`config.mk`:
```
export PLATFORM = sky130hd
export DESIGN_NAME = fetch_queue_issuer_flat
export DESIGN_NICKNAME = d
export VERILOG_FILES = /design/src/rtl/fetch_queue_issuer_if.sv /design/src/rtl/fetch_queue_issuer.sv /design/src/flat_wrapper.sv
export SDC_FILE = /design/constraint.sdc
export NUM_CORES = 1
export LEC_CHECK = 0
export ABC_AREA = 1
export BUFFER_PORTS_ARGS = -buffer_cell sky130_fd_sc_hd__buf_2
export CORE_MARGIN = 1.5
export CORE_UTILIZATION = 58
export DETAILED_ROUTE_END_ITERATION = 10
export PLACE_DENSITY_LB_ADDON = 0.25
export REMOVE_ABC_BUFFERS = 1
export SYNTH_ARGS = -nofsm -noshare
export SYNTH_HDL_FRONTEND = slang
export SYNTH_SLANG_ARGS = --single-unit
```
`constraint.sdc`:
```
create_clock -name clk_in -period 6.6 [get_ports clk_in]
set_input_delay 0 -clock clk_in [delete_from_list [all_inputs] [get_ports clk_in]]
set_output_delay 0 -clock clk_in [all_outputs]
set_load 0.02 [all_outputs]
```
`src/rtl/fetch_queue_issuer_if.sv`:
```
// Fetch/issue bundle between the front end, the memory adaptor and the downstream decoder.
// Latency: none; plain wires grouping the handshake and issue signals.
// Backpressure: issue_space_available throttles issue; the memory adaptor paces fetch via insfetch_task_done.
interface fetch_queue_issuer_if #(
  parameter int DEPTH = 4
);
  localparam int CW = $clog2(DEPTH) + 1;

  logic          request_ins_from_memory_adaptor;
  logic [31:0]   insaddr_to_be_fetched_from_memory_adaptor;
  logic [31:0]   ins_fetched_from_memory_adaptor;
  logic          insfetch_task_done;
  logic          issue_space_available;
  logic          is_issueing;
  logic [31:0]   issue_PC;
  logic [31:0]   predicted_resulting_PC;
  logic [31:0]   full_ins;
  logic          is_compressed_ins;
  logic [CW-1:0] queue_count;

  // Front-end side: drives fetch requests and issued instructions
  modport master (
    output request_ins_from_memory_adaptor, insaddr_to_be_fetched_from_memory_adaptor,
    output is_issueing, issue_PC, predicted_resulting_PC, full_ins, is_compressed_ins, queue_count,
    input  ins_fetched_from_memory_adaptor, insfetch_task_done, issue_space_available
  );

  // Environment side: memory adaptor plus downstream decoder
  modport slave (
    input  request_ins_from_memory_adaptor, insaddr_to_be_fetched_from_memory_adaptor,
    input  is_issueing, issue_PC, predicted_resulting_PC, full_ins, is_compressed_ins, queue_count,
    output ins_fetched_from_memory_adaptor, insfetch_task_done, issue_space_available
  );
endinterface

```
`src/rtl/fetch_queue_issuer.sv`:
```
// Fetch front end: predecodes fetched words for static next-PC and queues them for one-per-cycle issue.
// Latency: fetch done at edge t -> issue registered at edge t+1 at the earliest (no bypass).
// Backpressure: issue waits for issue_space_available; fetch only starts when the queue has room.
module fetch_queue_issuer #(
  parameter int          DEPTH    = 4,
  parameter logic [31:0] RESET_PC = 32'h0,
  parameter bit          BTFN_EN  = 1'b1
) (
  input  logic        clk_in,
  input  logic        rst_in,
  input  logic        rdy_in,
  input  logic        flush_pipline,
  input  logic [31:0] reset_PC_to,
  input  logic        jalr_just_done,
  input  logic [31:0] jalr_resulting_PC,
  fetch_queue_issuer_if.master bus
);
  localparam int PW = $clog2(DEPTH);
  localparam int CW = PW + 1;
  localparam logic [CW-1:0] FULL_CNT = CW'(DEPTH);
  localparam logic [6:0] OP_JAL    = 7'b1101111;
  localparam logic [6:0] OP_JALR   = 7'b1100111;
  localparam logic [6:0] OP_BRANCH = 7'b1100011;

  typedef enum logic [1:0] {IDLE, WAIT_MEM, DRAIN, WAIT_JALR} state_t;

  state_t        state, state_nxt;
  logic [31:0]   fetch_pc, fetch_pc_nxt;
  logic          req, req_nxt;
  logic [31:0]   addr, addr_nxt;
  logic          push, pop;

  logic [31:0]   q_pc   [DEPTH];
  logic [31:0]   q_ins  [DEPTH];
  logic [31:0]   q_pred [DEPTH];
  logic [PW-1:0] wr_ptr, rd_ptr;
  logic [CW-1:0] count;

  logic          iss_vld;
  logic [31:0]   iss_pc, iss_pred, iss_ins;
  logic          iss_comp;

  logic [31:0]   word, j_imm, b_imm, pred;
  logic [6:0]    opcode;
  logic          word_comp, word_jalr;

  // Predecode the arriving word: length and static next-PC relative to the PC it was fetched from
  always_comb begin
    word      = bus.ins_fetched_from_memory_adaptor;
    opcode    = word[6:0];
    j_imm     = {{11{word[31]}}, word[31], word[19:12], word[20], word[30:21], 1'b0};
    b_imm     = {{19{word[31]}}, word[31], word[7], word[30:25], word[11:8], 1'b0};
    word_comp = (word[1:0] != 2'b11);
    word_jalr = !word_comp && (opcode == OP_JALR);
    pred      = fetch_pc + 32'd4;
    if (word_comp)
      pred = fetch_pc + 32'd2;
    else if (opcode == OP_JAL)
      pred = fetch_pc + j_imm;
    else if (BTFN_EN && (opcode == OP_BRANCH) && word[31])
      pred = fetch_pc + b_imm;
  end

  // Fetch FSM next state, request/address and queue push/pop decisions; flush overrides everything
  always_comb begin
    state_nxt    = state;
    fetch_pc_nxt = fetch_pc;
    req_nxt      = req;
    addr_nxt     = addr;
    push         = 1'b0;
    pop          = (count != '0) && bus.issue_space_available && !flush_pipline;
    if (flush_pipline) begin
      fetch_pc_nxt = reset_PC_to;
      case (state)
        // A fetch is in flight: its word must be swallowed before a new request can start.
        // If it completes this very cycle there is nothing left to drain.
        WAIT_MEM, DRAIN: begin
          if (bus.insfetch_task_done) begin
            state_nxt = IDLE;
            req_nxt   = 1'b0;
          end else begin
            state_nxt = DRAIN;
          end
        end
        default: begin
          state_nxt = IDLE;
          req_nxt   = 1'b0;
        end
      endcase
    end else begin
      case (state)
        IDLE: begin
          if (count < FULL_CNT) begin
            state_nxt = WAIT_MEM;
            req_nxt   = 1'b1;
            addr_nxt  = fetch_pc;
          end
        end
        WAIT_MEM: begin
          if (bus.insfetch_task_done) begin
            push         = 1'b1;
            fetch_pc_nxt = pred;
            req_nxt      = 1'b0;
            state_nxt    = word_jalr ? WAIT_JALR : IDLE;
          end
        end
        DRAIN: begin
          if (bus.insfetch_task_done) begin
            req_nxt   = 1'b0;
            state_nxt = IDLE;
          end
        end
        WAIT_JALR: begin
          if (jalr_just_done) begin
            fetch_pc_nxt = jalr_resulting_PC;
            state_nxt    = IDLE;
          end
        end
        default: state_nxt = IDLE;
      endcase
    end
  end

  // State, pointers, occupancy and registered issue outputs; everything freezes while rdy_in is low
  always_ff @(posedge clk_in) begin
    if (rst_in) begin
      state    <= IDLE;
      fetch_pc <= RESET_PC;
      req      <= 1'b0;
      addr     <= 32'h0;
      wr_ptr   <= '0;
      rd_ptr   <= '0;
      count    <= '0;
      iss_vld  <= 1'b0;
      iss_pc   <= 32'h0;
      iss_pred <= 32'h0;
      iss_ins  <= 32'h0;
      iss_comp <= 1'b0;
    end else if (rdy_in) begin
      state    <= state_nxt;
      fetch_pc <= fetch_pc_nxt;
      req      <= req_nxt;
      addr     <= addr_nxt;
      iss_vld  <= pop;
      if (flush_pipline) begin
        wr_ptr <= '0;
        rd_ptr <= '0;
        count  <= '0;
      end else begin
        if (push) wr_ptr <= wr_ptr + 1'b1;
        if (pop)  rd_ptr <= rd_ptr + 1'b1;
        case ({push, pop})
          2'b10:   count <= count + 1'b1;
          2'b01:   count <= count - 1'b1;
          default: count <= count;
        endcase
      end
      if (pop) begin
        iss_pc   <= q_pc[rd_ptr];
        iss_pred <= q_pred[rd_ptr];
        iss_ins  <= q_ins[rd_ptr];
        iss_comp <= (q_ins[rd_ptr][1:0] != 2'b11);
      end
    end
  end

  // Queue payload storage; contents of empty slots are don't-care so no reset is needed
  always_ff @(posedge clk_in) begin
    if (!rst_in && rdy_in && push) begin
      q_pc[wr_ptr]   <= fetch_pc;
      q_ins[wr_ptr]  <= word;
      q_pred[wr_ptr] <= pred;
    end
  end

  assign bus.request_ins_from_memory_adaptor           = req;
  assign bus.insaddr_to_be_fetched_from_memory_adaptor = addr;
  assign bus.is_issueing            = iss_vld;
  assign bus.issue_PC               = iss_pc;
  assign bus.predicted_resulting_PC = iss_pred;
  assign bus.full_ins               = iss_ins;
  assign bus.is_compressed_ins      = iss_comp;
  assign bus.queue_count            = count;
endmodule

```
`src/flat_wrapper.sv`:
```
// flat-port wrapper written by rule: the top's interface ports become plain ports
module fetch_queue_issuer_flat 
#(
  parameter int          DEPTH    = 4,
  parameter logic [31:0] RESET_PC = 32'h0,
  parameter bit          BTFN_EN  = 1'b1
)
  (clk_in, rst_in, rdy_in, flush_pipline, reset_PC_to, jalr_just_done, jalr_resulting_PC, bus_request_ins_from_memory_adaptor, bus_insaddr_to_be_fetched_from_memory_adaptor, bus_is_issueing, bus_issue_PC, bus_predicted_resulting_PC, bus_full_ins, bus_is_compressed_ins, bus_queue_count, bus_ins_fetched_from_memory_adaptor, bus_insfetch_task_done, bus_issue_space_available);
  fetch_queue_issuer_if #(.DEPTH(DEPTH)) bus_i ();
  input  logic clk_in;
  input  logic rst_in;
  input  logic rdy_in;
  input  logic flush_pipline;
  input  logic [31:0] reset_PC_to;
  input  logic jalr_just_done;
  input  logic [31:0] jalr_resulting_PC;
  output wire logic [$bits(bus_i.request_ins_from_memory_adaptor)-1:0] bus_request_ins_from_memory_adaptor;
  output wire logic [$bits(bus_i.insaddr_to_be_fetched_from_memory_adaptor)-1:0] bus_insaddr_to_be_fetched_from_memory_adaptor;
  output wire logic [$bits(bus_i.is_issueing)-1:0] bus_is_issueing;
  output wire logic [$bits(bus_i.issue_PC)-1:0] bus_issue_PC;
  output wire logic [$bits(bus_i.predicted_resulting_PC)-1:0] bus_predicted_resulting_PC;
  output wire logic [$bits(bus_i.full_ins)-1:0] bus_full_ins;
  output wire logic [$bits(bus_i.is_compressed_ins)-1:0] bus_is_compressed_ins;
  output wire logic [$bits(bus_i.queue_count)-1:0] bus_queue_count;
  input wire logic [$bits(bus_i.ins_fetched_from_memory_adaptor)-1:0] bus_ins_fetched_from_memory_adaptor;
  input wire logic [$bits(bus_i.insfetch_task_done)-1:0] bus_insfetch_task_done;
  input wire logic [$bits(bus_i.issue_space_available)-1:0] bus_issue_space_available;
  assign bus_request_ins_from_memory_adaptor = bus_i.request_ins_from_memory_adaptor;
  assign bus_insaddr_to_be_fetched_from_memory_adaptor = bus_i.insaddr_to_be_fetched_from_memory_adaptor;
  assign bus_is_issueing = bus_i.is_issueing;
  assign bus_issue_PC = bus_i.issue_PC;
  assign bus_predicted_resulting_PC = bus_i.predicted_resulting_PC;
  assign bus_full_ins = bus_i.full_ins;
  assign bus_is_compressed_ins = bus_i.is_compressed_ins;
  assign bus_queue_count = bus_i.queue_count;
  assign bus_i.ins_fetched_from_memory_adaptor = bus_ins_fetched_from_memory_adaptor;
  assign bus_i.insfetch_task_done = bus_insfetch_task_done;
  assign bus_i.issue_space_available = bus_issue_space_available;
  fetch_queue_issuer #(.DEPTH(DEPTH), .RESET_PC(RESET_PC), .BTFN_EN(BTFN_EN)) u_core (.clk_in(clk_in), .rst_in(rst_in), .rdy_in(rdy_in), .flush_pipline(flush_pipline), .reset_PC_to(reset_PC_to), .jalr_just_done(jalr_just_done), .jalr_resulting_PC(jalr_resulting_PC), .bus(bus_i));
endmodule
```
# ---- Word-level counts from Yosys, hierarchy flattened
# Memory sizes are Yosys's and may differ from the RTL's. A register that Yosys moved wholly into a read port is not among the register bits.
# Index checks and enable logic that the tools add are counted.
dict set report word_totals {
  mem_count 3
  ram_bits 384
  regBits 108
}
# name depth width read_ports rd_ports_with_merged_regs wr line
set memory_table {}
lappend memory_table {u_core.q_ins 4 32 1 1 1 fetch_queue_issuer.sv:34} ;# logic [31:0] q_ins [DEPTH];
lappend memory_table {u_core.q_pc 4 32 1 1 1 fetch_queue_issuer.sv:33} ;# logic [31:0] q_pc [DEPTH];
lappend memory_table {u_core.q_pred 4 32 1 1 1 fetch_queue_issuer.sv:35} ;# logic [31:0] q_pred [DEPTH];
dict set report op_classes {
  muxes 34
  eq_ne 14
  reduce_logical 25
  bitwise 1
  order_cmp 1
  n_addsub 8
}
# operator n
set ops {}
lappend ops {{two-way mux 32 bit} 6}
lappend ops {{adder 32 bit} 2}
lappend ops {{one-hot mux 32 bit (2 select lines)} 1}
lappend ops {{adder 32 x 2 -> 32 bit, second input constant} 1}
lappend ops {{adder 32 x 3 -> 32 bit, second input constant} 1}
lappend ops {{two-way mux 2 bit} 14}
lappend ops {{== test 7 bit, second input constant} 3}
lappend ops {{nonzero test 3 bit} 4}
lappend ops {{two-way mux 1 bit} 9}
lappend ops {{inequality test 3 bit, second input constant} 3}
lappend ops {{one-hot mux 2 bit (4 select lines)} 1}
lappend ops {{AND reduction 2 bit} 4}
lappend ops {{AND reduction 4 bit} 2}
lappend ops {{== test 2 bit, second input constant} 3}
lappend ops {{logical AND 1 bit} 6}
lappend ops {{one-hot mux 3 bit (2 select lines)} 1}
lappend ops {{AND reduction 5 bit} 1}
lappend ops {{adder 2 x 1 -> 2 bit, second input constant} 2}
lappend ops {{== test 2 x 1 -> 1 bit, second input constant} 2}
lappend ops {{inequality test 2 bit, second input constant} 2}
lappend ops {{nonzero test 2 bit} 2}
lappend ops {{adder 3 x 1 -> 3 bit, second input constant} 1}
lappend ops {{logical NOT 1 bit} 3}
lappend ops {{< comparator 3 bit, second input constant} 1}
lappend ops {{8 further kinds} 8}

# ---- Longest topological paths before layout
dict set report depth {
  depth_word 8
  mapped_depth 20
}

# ---- Worst setup path before layout
# OpenSTA, ideal clock, no wires.
dict set report synth_path {
  kind {flip-flop to flip-flop}
  start {register u_core.state[0]}
  end {memory u_core.q_ins[0][0], enable pin}
  synth_period_minus_slack_ns 5.371
  stages_incl_launch_ff 6
  required_ns 6.050
  arrival_ns 4.821
  path_slack_ns 1.229
  setup_ns 0.550
  path_cell_list {dfxtp_1 ha_1 nand2_1 nor2_1 nand3_1 nor2_1}
}
dict set report synth_between {
  elab_chain_cells 6
}
# element line
set synth_lines {}
lappend synth_lines {{start: declaration} fetch_queue_issuer.sv:27} ;# state_t state, state_nxt;
lappend synth_lines {{start signal: assignment} fetch_queue_issuer.sv:140} ;# state <= state_nxt;
lappend synth_lines {{== test 2 x 1 -> 1 bit} fetch_queue_issuer.sv:91} ;# case (state)
lappend synth_lines {{two-way mux 1 bit} fetch_queue_issuer.sv:91}
lappend synth_lines {{two-way mux 1 bit} fetch_queue_issuer.sv:72} ;# if (flush_pipline) begin
lappend synth_lines {{logical AND 1 bit} fetch_queue_issuer.sv:169} ;# if (!rst_in && rdy_in && push) begin
lappend synth_lines {{two-way mux 1 bit} fetch_queue_issuer.sv:169}
lappend synth_lines {{two-way mux 1 bit (not written as such)} fetch_queue_issuer.sv:171} ;# q_ins[wr_ptr] <= word;
lappend synth_lines {{end: declaration} fetch_queue_issuer.sv:34}
# No other way between the ends.

# ---- Final worst setup path
dict set report layout_path {
  start {input bus_ins_fetched_from_memory_adaptor[0]}
  end {register u_core.fetch_pc[1]}
}
dict set report layout_between {
  elab_chain_cells 8
}
# element line
set layout_lines {}
lappend layout_lines {{start: declaration} flat_wrapper.sv:25} ;# input wire logic [$bits(bus_i.ins_fetched_from_memory_adaptor)-1:0] bus_ins_fetched_from_memory_adaptor;
lappend layout_lines {{== test 7 bit} fetch_queue_issuer.sv:60} ;# else if (BTFN_EN && (opcode == OP_BRANCH) && word[31])
lappend layout_lines {{logical AND 1 bit} fetch_queue_issuer.sv:60}
lappend layout_lines {{two-way mux 32 bit} fetch_queue_issuer.sv:60}
lappend layout_lines {{two-way mux 32 bit} fetch_queue_issuer.sv:58} ;# else if (opcode == OP_JAL)
lappend layout_lines {{two-way mux 32 bit (*)} fetch_queue_issuer.sv:56} ;# if (word_comp)
lappend layout_lines {{named net u_core.pred[1]} fetch_queue_issuer.sv:43} ;# logic [31:0] word, j_imm, b_imm, pred;
lappend layout_lines {{two-way mux 32 bit (*)} fetch_queue_issuer.sv:100} ;# if (bus.insfetch_task_done) begin
lappend layout_lines {{one-hot mux 32 bit (2 select lines) (*)} fetch_queue_issuer.sv:91}
lappend layout_lines {{two-way mux 32 bit (*)} fetch_queue_issuer.sv:72}
lappend layout_lines {{end signal: assignment} fetch_queue_issuer.sv:141} ;# fetch_pc <= fetch_pc_nxt;
lappend layout_lines {{end: declaration} fetch_queue_issuer.sv:28} ;# logic [31:0] fetch_pc, fetch_pc_nxt;
# The timed path passes the listed nets; every way through them passes the cells marked *. The select of a mux whose other input is x is not followed.
# A chain may end at the register's enable or synchronous reset.

==> impl_metrics.env <==
export IMPL_synthAdderAreaFrac_pct=2.74
export IMPL_fillers=3506
export IMPL_clock_skew_ns=0.0180
export IMPL_pwr_share_seq_pct=50.5
export IMPL_critPathLaunchType="primary input"
export IMPL_syn_to_final_growth_pct=16.1
export IMPL_period_minus_slack_ns=3.39
export IMPL_ys_seq_elements=553
export IMPL_core_mm2=0.0452
export IMPL_yosys_warnings=0
export IMPL_drc_errors=0
export IMPL_post_place_ws_ns=3.36
export IMPL_start_util_pct=58.5
export IMPL_die_x_um=216
export IMPL_clock_latency_ns=0.59
export IMPL_p_sw_share_pct=25.3
export IMPL_pwr_share_clk_pct=37.8
export IMPL_grt_overflow_total=0
export IMPL_yosysTopAreaCellShare_pct=43.2
export IMPL_grt_pass1_wl_mm=124
export IMPL_drv_slew=0
export IMPL_fin_nets=3359
export IMPL_grt_setup_unrepaired="false"
export IMPL_fmax_mhz=295
export IMPL_cts_made_buffers=51
export IMPL_power_density_mw_per_mm2=249
export IMPL_cts_root_buf="clkbuf_16"
export IMPL_slew_headroom_pct=27.0
export IMPL_cts_hold_buf=100
export IMPL_grt_pass1_vias=22000
export IMPL_syn_area_mm2=0.0264
export IMPL_status="finished, final reports clean"
export IMPL_ant_nets=0
export IMPL_critical_path_class="primary input to flip-flop"
export IMPL_setup_ws_ns=3.21
export IMPL_antenna_found_initial=0
export IMPL_dr_pass1_iters=6
export IMPL_die_h_um=216
export IMPL_clock_path_buffers=3
export IMPL_yosys_area_share_simple_pct=19.5
export IMPL_diodes=0
export IMPL_ys_types=62
export IMPL_reg2reg_slack_ns=3.28
export IMPL_synth_edf_count=380
export IMPL_min_period_over_period_pct=51.4
export IMPL_mostFrequentLayoutCells="nor2_1 (599), nand2_1 (451), edfxtp_1 (380), o21ai_0 (333), buf_2 (236)"
export IMPL_routedWlPerCell_um=21.2
export IMPL_drt_wl_total_mm=81.5
export IMPL_fin_util_pct=67.9
export IMPL_vias=22900
export IMPL_synth_xor_area_share_pct=1.56
export IMPL_power_leakage_nw=12.6
export IMPL_synth_compound_area_share_pct=14.5
export IMPL_clk_pin_slew_ns=0.06
export IMPL_cts_resized=0
export IMPL_vias_per_cell=5.96
export IMPL_place_hpwl_mm=54.3
export IMPL_synth_mux_area_share_pct=0.0379
export IMPL_grt_use_total_pct=34.3
export IMPL_yosys_area_top_type="edfxtp_1"
export IMPL_final_common_cell="nor2_1"
export IMPL_synthFlopType="edfxtp_1"
export IMPL_p_comb_share_pct=11.7
export IMPL_die_area_mm2=0.0469
export IMPL_row_count=78
export IMPL_drive_gt1_share_pct=13.2
export IMPL_p_int_w=0.00571
export IMPL_synth_top_family_by_area="simple AND/OR/NAND/NOR gates"
export IMPL_cts_tree="built"
export IMPL_cap_violations=0
export IMPL_worst_pin_slew_ns=1.09
export IMPL_cts_sinks=553
export IMPL_dr_first_iter_drc_count=2536
export IMPL_ir_drop_v=0.000254
export IMPL_crit_fanout=38
export IMPL_synthCells=2926
export IMPL_globalplace_congestion=1.03
export IMPL_post_synth_cell_area_avg_um2=9.03
export IMPL_pin_count=237
export IMPL_post_cts_buffers=0
export IMPL_ys_seq_area_share_pct=56.3
export IMPL_hold_violations=0
export IMPL_seq_area_mm2=0.0149
export IMPL_synthArstFlopShare_pct=0
export IMPL_setup_viol=0
export IMPL_power_switching_w=0.00193
export IMPL_min_path_type="primary input to flip-flop"
export IMPL_grt_max_degree=88
export IMPL_io_buffer_count=236
export IMPL_cts_htree_levels=2
export IMPL_multi_input_area_mm2=0.0102
export IMPL_cp_end_kind="flip-flop"
export IMPL_synthTopCellsByArea="edfxtp_1 (43%), dfxtp_1 (13%), nor2_1 (8.6%)"
export IMPL_worst_ep_arrival_time_ns=3.92
export IMPL_required_ns=7.13
[sequential cells by signal, indices dropped and copies added, names as in the netlist, named ones only]
register and count:
u_core.fetch_pc 32, u_core.bus.insaddr_to_be_fetched_from_memory_adaptor 32, u_core.bus.is_issueing 1, u_core.bus.is_compressed_ins 1, u_core.bus.request_ins_from_memory_adaptor 1, u_core.rd_ptr 2
u_core.q_pc 128, u_core.state 2, u_core.bus.full_ins 32, u_core.wr_ptr 2, u_core.q_pred 124, u_core.bus.predicted_resulting_PC 31
u_core.q_ins 128, u_core.bus.queue_count 3, u_core.bus.issue_PC 32
[logic make-up (layout without fill, tap and decap cells)]
group / after synthesis / count (layout)
buf+inv: 361 / 676
flops: 553 / 553
fa+ha+maj: 56 / 56
mux: 1 / 1
xor+xnor: 47 / 47
compound gates: 658 / 658
simple gates: 1250 / 1250
[power by group through the flow]
stage | registers [W] | clock network (W) | logic, W
finish | 0.00386 | 0.00289 | 0.000895
global route | 0.00386 | 0.00304 | 0.000974
CTS | 0.00385 | 0.00290 | 0.000879
detailed placement | 0.00393 | 0 | 0.000822
global placement | 0.00392 | 0 | 0.000811
floorplan | 0.00393 | 0 | 0.000475
[worst max-delay path: stages]
cell and delay [ns]:
dlygate4sd3_1 0.54, buf_2 0.17, nand2_1 0.06, buf_4 0.24, nor2_2 0.16, nand4_2 0.10
buf_4 0.28, inv_2 0.69, nand2_1 0.10, o21ai_0 0.11, nor2_1 0.05, o21ai_0 0.50
nand2_1 0.11, a41oi_1 0.19, dlygate4sd3_1 0.58
[cells in the mapped netlist, types with 6 or more instances]
cell type	count
nand3_1	101
inv_1	188
nor2_1	605
nand2_2	13
xnor2_1	8
edfxtp_1	380
nand4_1	20
o22ai_1	33
a221oi_1	30
xor2_1	39
o21ai_1	16
ha_1	53
a21oi_1	129
buf_2	25
a21boi_0	7
buf_4	6
nor2_4	9
inv_2	23
dfxtp_1	173
nor3_1	14
and2_1	6
o32ai_1	64
nor2_2	7
clkbuf_1	111
nand2_1	451
o21ai_0	333
a31oi_1	8
[worst paths after layout]
path / depth (start not counted) / startpoint / end
worst max-delay path: 15 / bus_ins_fetched_from_memory_adaptor[0] / u_core.fetch_pc[1]
worst min-delay path: 1 / bus_ins_fetched_from_memory_adaptor[31] / u_core.q_ins[0][31]
worst max register to register: 17 / u_core.fetch_pc[1] / u_core.q_pred[1][23]
worst min register to register: 2 / u_core.bus.full_ins[1] / u_core.bus.full_ins[1]
[area by class of cell]
cell class                      count  share of cell area [%]
Clock buffer                       73                    4.72
Clock inverter                     21                   0.587
Inverter                          213                    2.62
Multi-Input combinational cell   2012                    33.2
Sequential cell                   553                    48.5
Tap cell                          600                    2.45
Timing Repair Buffer              369                    7.92
[metrics by stage]
step	TNS (ns)	instance area, um2	total power (W)	instances	hold WS (ns)
finish	0	30700	0.00764	3841	0.00334
global route	0	30700	0.00788	3841	0.000724
CTS	0	30700	0.00763	3841	0.0151
detailed placement	0	28100	0.00475	3647	0.237
global placement	0	28100	0.00473	3647	0.234
floorplan	-9.23	25800	0.00441	2778	0.0691
[metal layers]
metal  track usage (%)  up-vias  share of wire [%]
met5                 0        -                  0
met4              11.2        0                2.8
met3              3.80      152                7.6
met2              58.5     1104                 49
met1              46.0    11000                 41
li1                  -    10600                  -
Note: power is estimated with default switching activity, not from simulation.
